`src/rtl/uc_ctrl_if.sv`:
```
// Control interface between the datapath (master) and the control unit (slave).
// The datapath supplies the opcode and zero flag; the controller returns selects, enables and status.
interface uc_ctrl_if #(
  parameter int CNT_W = 16
);
  logic [5:0]       Opcode;
  logic             z;
  logic             s_inc;
  logic             s_inm;
  logic             we3;
  logic             wez;
  logic [2:0]       Op;
  logic             halted;
  logic             illegal;
  logic [CNT_W-1:0] instret;

  modport master (
    output Opcode, z,
    input  s_inc, s_inm, we3, wez, Op, halted, illegal, instret
  );

  modport slave (
    input  Opcode, z,
    output s_inc, s_inm, we3, wez, Op, halted, illegal, instret
  );
endinterface

```
`src/rtl/uc_ctrl.sv`:
```
// Control unit: Mealy decode of Opcode/z into datapath controls, plus a RUN/HALTED FSM,
// a sticky illegal-opcode flag and a retired-instruction counter.
module uc_ctrl #(
  parameter int CNT_W = 16
) (
  input logic     clk,
  input logic     reset,
  uc_ctrl_if.slave bus
);

  typedef enum logic [0:0] {
    ST_RUN    = 1'b0,
    ST_HALTED = 1'b1
  } state_t;

  state_t           r_state;
  state_t           w_next_state;
  logic             r_illegal;
  logic [CNT_W-1:0] r_instret;

  logic             w_s_inc;
  logic             w_s_inm;
  logic             w_we3;
  logic             w_wez;
  logic [2:0]       w_op;
  logic             w_illegal_op;

  // State, sticky illegal flag and retired-instruction counter
  always_ff @(posedge clk or posedge reset) begin
    if (reset) begin
      r_state   <= ST_RUN;
      r_illegal <= 1'b0;
      r_instret <= {CNT_W{1'b0}};
    end else begin
      r_state <= w_next_state;
      if (r_state == ST_RUN) begin
        r_instret <= r_instret + CNT_W'(1);
      end else begin
        r_instret <= r_instret;
      end
      if (w_illegal_op) begin
        r_illegal <= 1'b1;
      end else begin
        r_illegal <= r_illegal;
      end
    end
  end

  // Next-state and Mealy control decode; reset forces every control to its inactive value
  always_comb begin
    w_next_state = r_state;
    w_s_inc      = 1'b0;
    w_s_inm      = 1'b0;
    w_we3        = 1'b0;
    w_wez        = 1'b0;
    w_op         = 3'b000;
    w_illegal_op = 1'b0;
    if (reset) begin
      w_next_state = ST_RUN;
    end else if (r_state == ST_HALTED) begin
      w_s_inc = 1'b1;
    end else begin
      casez (bus.Opcode)
        6'b1?????: begin
          w_op  = bus.Opcode[4:2];
          w_we3 = 1'b1;
          w_wez = 1'b1;
        end
        6'b01????: begin
          w_s_inm = 1'b1;
          w_we3   = 1'b1;
        end
        6'b000000: w_s_inc = 1'b0;
        6'b000001: w_s_inc = 1'b1;
        6'b000010: w_s_inc = bus.z;
        6'b000011: w_s_inc = ~bus.z;
        6'b000100: begin
          w_s_inc      = 1'b1;
          w_next_state = ST_HALTED;
        end
        // 000101..001111 retire as NOP but latch the illegal flag
        default: w_illegal_op = 1'b1;
      endcase
    end
  end

  assign bus.s_inc   = w_s_inc;
  assign bus.s_inm   = w_s_inm;
  assign bus.we3     = w_we3;
  assign bus.wez     = w_wez;
  assign bus.Op      = w_op;
  assign bus.halted  = (r_state == ST_HALTED);
  assign bus.illegal = r_illegal;
  assign bus.instret = r_instret;

endmodule

```
`src/flat_wrapper.sv`:
```
// flat-port wrapper written by rule: the top's interface ports become plain ports
module uc_ctrl_flat 
#(
  parameter int CNT_W = 16
)
  (clk, reset, bus_Opcode, bus_z, bus_s_inc, bus_s_inm, bus_we3, bus_wez, bus_Op, bus_halted, bus_illegal, bus_instret);
  uc_ctrl_if #(.CNT_W(CNT_W)) bus_i ();
  input logic clk;
  input logic reset;
  input wire logic [$bits(bus_i.Opcode)-1:0] bus_Opcode;
  input wire logic [$bits(bus_i.z)-1:0] bus_z;
  output wire logic [$bits(bus_i.s_inc)-1:0] bus_s_inc;
  output wire logic [$bits(bus_i.s_inm)-1:0] bus_s_inm;
  output wire logic [$bits(bus_i.we3)-1:0] bus_we3;
  output wire logic [$bits(bus_i.wez)-1:0] bus_wez;
  output wire logic [$bits(bus_i.Op)-1:0] bus_Op;
  output wire logic [$bits(bus_i.halted)-1:0] bus_halted;
  output wire logic [$bits(bus_i.illegal)-1:0] bus_illegal;
  output wire logic [$bits(bus_i.instret)-1:0] bus_instret;
  assign bus_i.Opcode = bus_Opcode;
  assign bus_i.z = bus_z;
  assign bus_s_inc = bus_i.s_inc;
  assign bus_s_inm = bus_i.s_inm;
  assign bus_we3 = bus_i.we3;
  assign bus_wez = bus_i.wez;
  assign bus_Op = bus_i.Op;
  assign bus_halted = bus_i.halted;
  assign bus_illegal = bus_i.illegal;
  assign bus_instret = bus_i.instret;
  uc_ctrl #(.CNT_W(CNT_W)) u_core (.clk(clk), .reset(reset), .bus(bus_i));
endmodule
```
`config.mk`:
```
export PLATFORM = sky130hd
export DESIGN_NAME = uc_ctrl_flat
export DESIGN_NICKNAME = d
export VERILOG_FILES = /design/src/rtl/uc_ctrl_if.sv /design/src/rtl/uc_ctrl.sv /design/src/flat_wrapper.sv
export SDC_FILE = /design/constraint.sdc
export NUM_CORES = 1
export LEC_CHECK = 0
export CAP_MARGIN = 0
export CORE_MARGIN = 5
export CORE_UTILIZATION = 25
export DETAILED_ROUTE_END_ITERATION = 8
export PLACE_DENSITY = 0.59
export SLEW_MARGIN = 20
export SYNTH_ARGS = -nofsm -noshare
export SYNTH_HDL_FRONTEND = slang
export SYNTH_SLANG_ARGS = --single-unit
```
`constraint.sdc`:
```
create_clock -name clk -period 1.4 [get_ports clk]
set_clock_uncertainty 0.05 [all_clocks]
set_input_delay 0.28 -clock clk [delete_from_list [all_inputs] [get_ports clk]]
set_output_delay 0.28 -clock clk [all_outputs]
set_load 0.005 [all_outputs]
```
### After elaboration in Yosys (flattened, before gate mapping)

Index checks and enable logic that the tools add are counted.

* word-level logic and storage cells: 35
* input bits: 9
* register bits after elaboration: 18

* add/sub/neg operators: 1
* equality and inequality tests: 5
* multiplexer cells: 21
* bitwise logic cells: 1
* reductions and logical operators: 4

Operator list (count)
* $mux W1: 17
* $add A16 B1 Y16 const B: 1
* $eq A6 B2 Y1 const B: 2
* $mux W3: 3
* $reduce_or A7 Y1: 1
* $eq A6 B1 Y1 const B: 1
* $eq A6 B3 Y1 const B: 1
* $logic_not A6 Y1: 1
* $reduce_or A2 Y1: 2
* $pmux W1 S3: 1
* $eq A2 B1 Y1 const B: 1
* $not A1 Y1: 1

### Logic depth before layout (Yosys ltp)

Gate-level depths: netlist of the first run.

* depth after elaboration: 5
* mapped depth: 5

### Worst setup path after synthesis of the first run

OpenSTA, ideal clock, no wires.

* path type: register -> register
* from: reg u_core.r_state, in the netlist u_core.bus.halted
* to: reg u_core.r_instret[11], in the netlist u_core.bus.instret[11]
* required time: 1227 ps
* slack: -68 ps
* arrival time: 1295 ps
* library setup time: 123 ps
* stages on the path, launching flop included: 6
* buffers on the path: 1
* cell sequence: dfrtp_1 > buf_6 > and4b_2 > and4_1 > nand4_1 > xnor2_1

RTL lines
* start, declared: RTL line uc_ctrl.sv:16 `state_t r_state;`
* start signal, assigned: RTL line uc_ctrl.sv:35 `r_state <= w_next_state;`
* end signal, assigned: RTL line uc_ctrl.sv:33 `r_instret <= {CNT_W{1'b0}};`
* end signal, assigned: RTL line uc_ctrl.sv:37 `r_instret <= r_instret + CNT_W'(1);`
* end signal, assigned: RTL line uc_ctrl.sv:39 `r_instret <= r_instret;`
* end, declared: RTL line uc_ctrl.sv:19 `logic [CNT_W-1:0] r_instret;`

### Worst setup path after layout of the first run

* from: reg u_core.r_state, in the netlist u_core.bus.halted
* to: out bus_Op[0]

* word-level cells in the longest chain between the ends: 2

Ends and longest elaborated chain
* $mux W3: RTL line uc_ctrl.sv:60 `end else if (r_state == ST_HALTED) begin`
* $mux W3: RTL line uc_ctrl.sv:58 `if (reset) begin`
* end, declared: RTL line flat_wrapper.sv:16 `output wire logic [$bits(bus_i.Op)-1:0] bus_Op;`

No other way between the ends.

==> flow_metrics.tcl, run 1 <==
set metrics [dict create \
    dr.pass1.iters 4 \
    yosysSeqAreaShare_pct 50.3 \
    end_kind "output port" \
    crit_arrival_ns 1.26 \
    cts_tree "done" \
    drv_cap 0 \
    worst_ir_drop_vdd_v 0.000430 \
    min_path_type "input port to asynchronous set/reset pin" \
    track_usage_pct 10.7 \
    crit_path_max_fanout 4 \
    ys_ff_latch 18 \
    wl_met1_mm 1.04 \
    grt_pass1_vias 962 \
    dr.max_layer_used "met4" \
    seqCellArea_um2 452 \
    gp_congestion 0.729 \
    finalHoldViolCount 0 \
    worstMarginPinSlew_ns 0.350 \
    crit_path_max_incr_delay_ns 0.46 \
    met3_length_um 199 \
    fmax_mhz 630 \
    grt_pass1_wl_mm 4.26 \
    slew_headroom_pct 76.7 \
    core_region_area_um2 3420 \
    path_buf_inv 2 \
    initial_core_util_pct 26.2 \
    drtIter0Drc 28 \
    grt_max_degree 19 \
    vias_per_cell 4.45 \
    htreeDepth 1 \
    antenna_cells 0 \
    yosys_warnings 0 \
    slew_viol_final 0 \
    worst_ep_required_time_ns 1.07 \
    synthCells 82 \
    violations "negative setup slack" \
    synthToLayoutAreaGrowth_pct 88.5 \
    die_h_um 69.9 \
    rrSetupSlack_ns -0.17 \
    wl_mm 2.54 \
    num_rows 21 \
    dp_hpwl_mm 1.68 \
    netlist.area_leader.share_pct 50.3 \
    dp_slack_ns -0.683 \
    cts-hold-fix-buffers 0 \
    nFillCells 354 \
    root_buffer "clkbuf_4" \
    outcome "finished, violations left" \
    rsz0062_at_grt "yes" \
    drc 0 \
    clk_pin_slew_ns 0.11 \
    reg2reg_to "u_core.bus.instret[8]$_DFFE_PP0N_" \
    crit_family "flip-flops" \
    wire_per_inst_um 12.4 \
    hold_ws_ns 0.370 \
    synth_nets 92 \
    synth_area_leaders "dfrtp_1, xnor2_1, nor2_1" \
    route.met2.wl_mm 1.29 \
    vias 908 \
    netlist_area_um2 896 \
    insertion_delay_ns 0.29 \
    leakagePower_uw 0.000859 \
    min_period_ns 1.59 \
    grt-ovfl-total 0 \
    postRouteAntennaNets 0 \
    nets 169 \
    cts_buffer_depth 2 \
    cpMaxStageDelayCell "dfrtp_2" \
    portBuffers 33 \
    critPathKind "register to output port" \
    multi_input_area_um2 534 \
    regToRegStartpoint "u_core.bus.halted$_DFF_PP0_" \
    crit_path_start_kind "register" \
    p_per_area_nw_per_um2 1140 \
    drive_above_1_share_pct 48.1 \
    grt_antenna_before_repair 0 \
    cts_sinks 18 \
    setup_viol_count_final 17 \
    yosysUniqueCellTypes 26 \
    reg2reg_depth 5 \
    min_period_over_period_pct 113 \
    yosys.area.top_type "dfrtp_1" \
    crit_chain "nor2_4 > buf_6 > and3_1 > buf_2" \
    pin_count 34 \
    setup_slack_ns -0.187 \
    die-area_um2 4880 \
    die_w_um 69.9 \
    cts_buffers 3 \
    syn_area_per_cell_um2 10.9 \
]
==> layer usage <==
metal,track usage [%],up-vias
li1,-,439
met1,11.8,434
met2,19.4,33
met3,3.59,2
met4,3.19,0
met5,0,-
==> power breakdown <==
part | switching [uW] | internal (uW)
Sequential | 51.8 | 634
Combinational | 372 | 551
Clock | 163 | 158
Total | 586 | 1340
==> how the worst max path moves through the flow <==
stage	startpoint	end	slack [ns]	cells past startpoint
after floorplan	u_core.bus.halted$_DFF_PP0_	u_core.bus.instret[11]$_DFFE_PP0N_	-0.07	5
after global placement	bus_Opcode[2]	bus_s_inc	-0.66	6
after global routing	u_core.bus.halted$_DFF_PP0_	u_core.bus.instret[8]$_DFFE_PP0N_	-0.27	5
after detailed placement	bus_Opcode[0]	bus_s_inc	-0.68	6
final	u_core.bus.halted$_DFF_PP0_	bus_Op[0]	-0.19	4
after CTS	u_core.bus.halted$_DFF_PP0_	bus_Op[0]	-0.19	4
==> timing repair <==
action,in CTS,in global routing
pin swaps,19,10
endpoints found under the setup margin,34,20
buffers inserted,21,2
gates resized for setup,82,12
==> area by class of cell <==
class / count / share of cell area (%)
inverters: 2 / 0.444
clock buffers: 4 / 2.15
repair buffers: 73 / 35.6
flip-flops and latches: 18 / 26.7
multi-input cells: 61 / 31.6
well taps: 46 / 3.41
==> through the flow <==
step                      power (uW)  cell area (um2)  TNS (ns)  util (%)  cells
after floorplan                 1040              896    -0.190         -     82
after global placement          1520             1410     -5.86      41.4    177
after detailed placement        1540             1410     -6.10      41.4    177
after CTS                       1970             1650     -2.14      48.3    202
after global routing            2080             1690     -3.47      49.5    204
final                           1930             1690     -2.12      49.5    204
==> worst min-delay path, stage by stage <==
cell and delay [ns]:
dlygate4sd2_1 0.34, buf_4 0.19, inv_1 0.09, buf_12 0.16
==> layout by cell type (no fill, tap or decap), types with 3 or more instances in the layout <==
cell type	instances
and2_1	3
nand2_1	3
xor2_1	3
buf_6	7
dfrtp_1	17
clkbuf_4	3
buf_4	35
nand4_1	3
buf_2	5
clkbuf_2	3
dlygate4sd2_1	18
clkdlybuf4s15_1	3
xnor2_1	11
nor2_1	5
==> synthesized netlist by cell type (all sizes together) <==
cell type,instances
mux2,1
inv,2
nor4b,1
nand2b,4
nand2,4
o221ai,1
ha,1
nor2b,1
nand3,4
dfrtp,18
o21ai,1
buf,1
xor2,3
a21oi,1
nor3,3
xnor2,13
and3,3
and4,3
and2,3
a31oi,1
a31o,1
nand4bb,1
nor2,7
and4b,1
nand4,3
==> state kept, by name, summed over array words and instances, names as in the netlist <==
| register | cells |
|---|---|
| u_core.bus.halted | 1 |
| u_core.bus.illegal | 1 |
| u_core.bus.instret | 16 |
==> cell families after synthesis <==
family,after synthesis,synth area share [%]
flops,18,50.3
mux,1,1.26
simple gates,38,25.6
compound gates,5,3.77
fa+ha+maj,1,1.40
xor+xnor,16,15.6
buf+inv,3,2.10
No activity file was read; power rests on OpenSTA's default activity.
==> run 2, diff against run 1 <==
Settings changed: CTS_CLUSTER_SIZE set to 40.
==> results of run 2 <==
No change in the layout: final DEF, timing and power equal those of run 1.
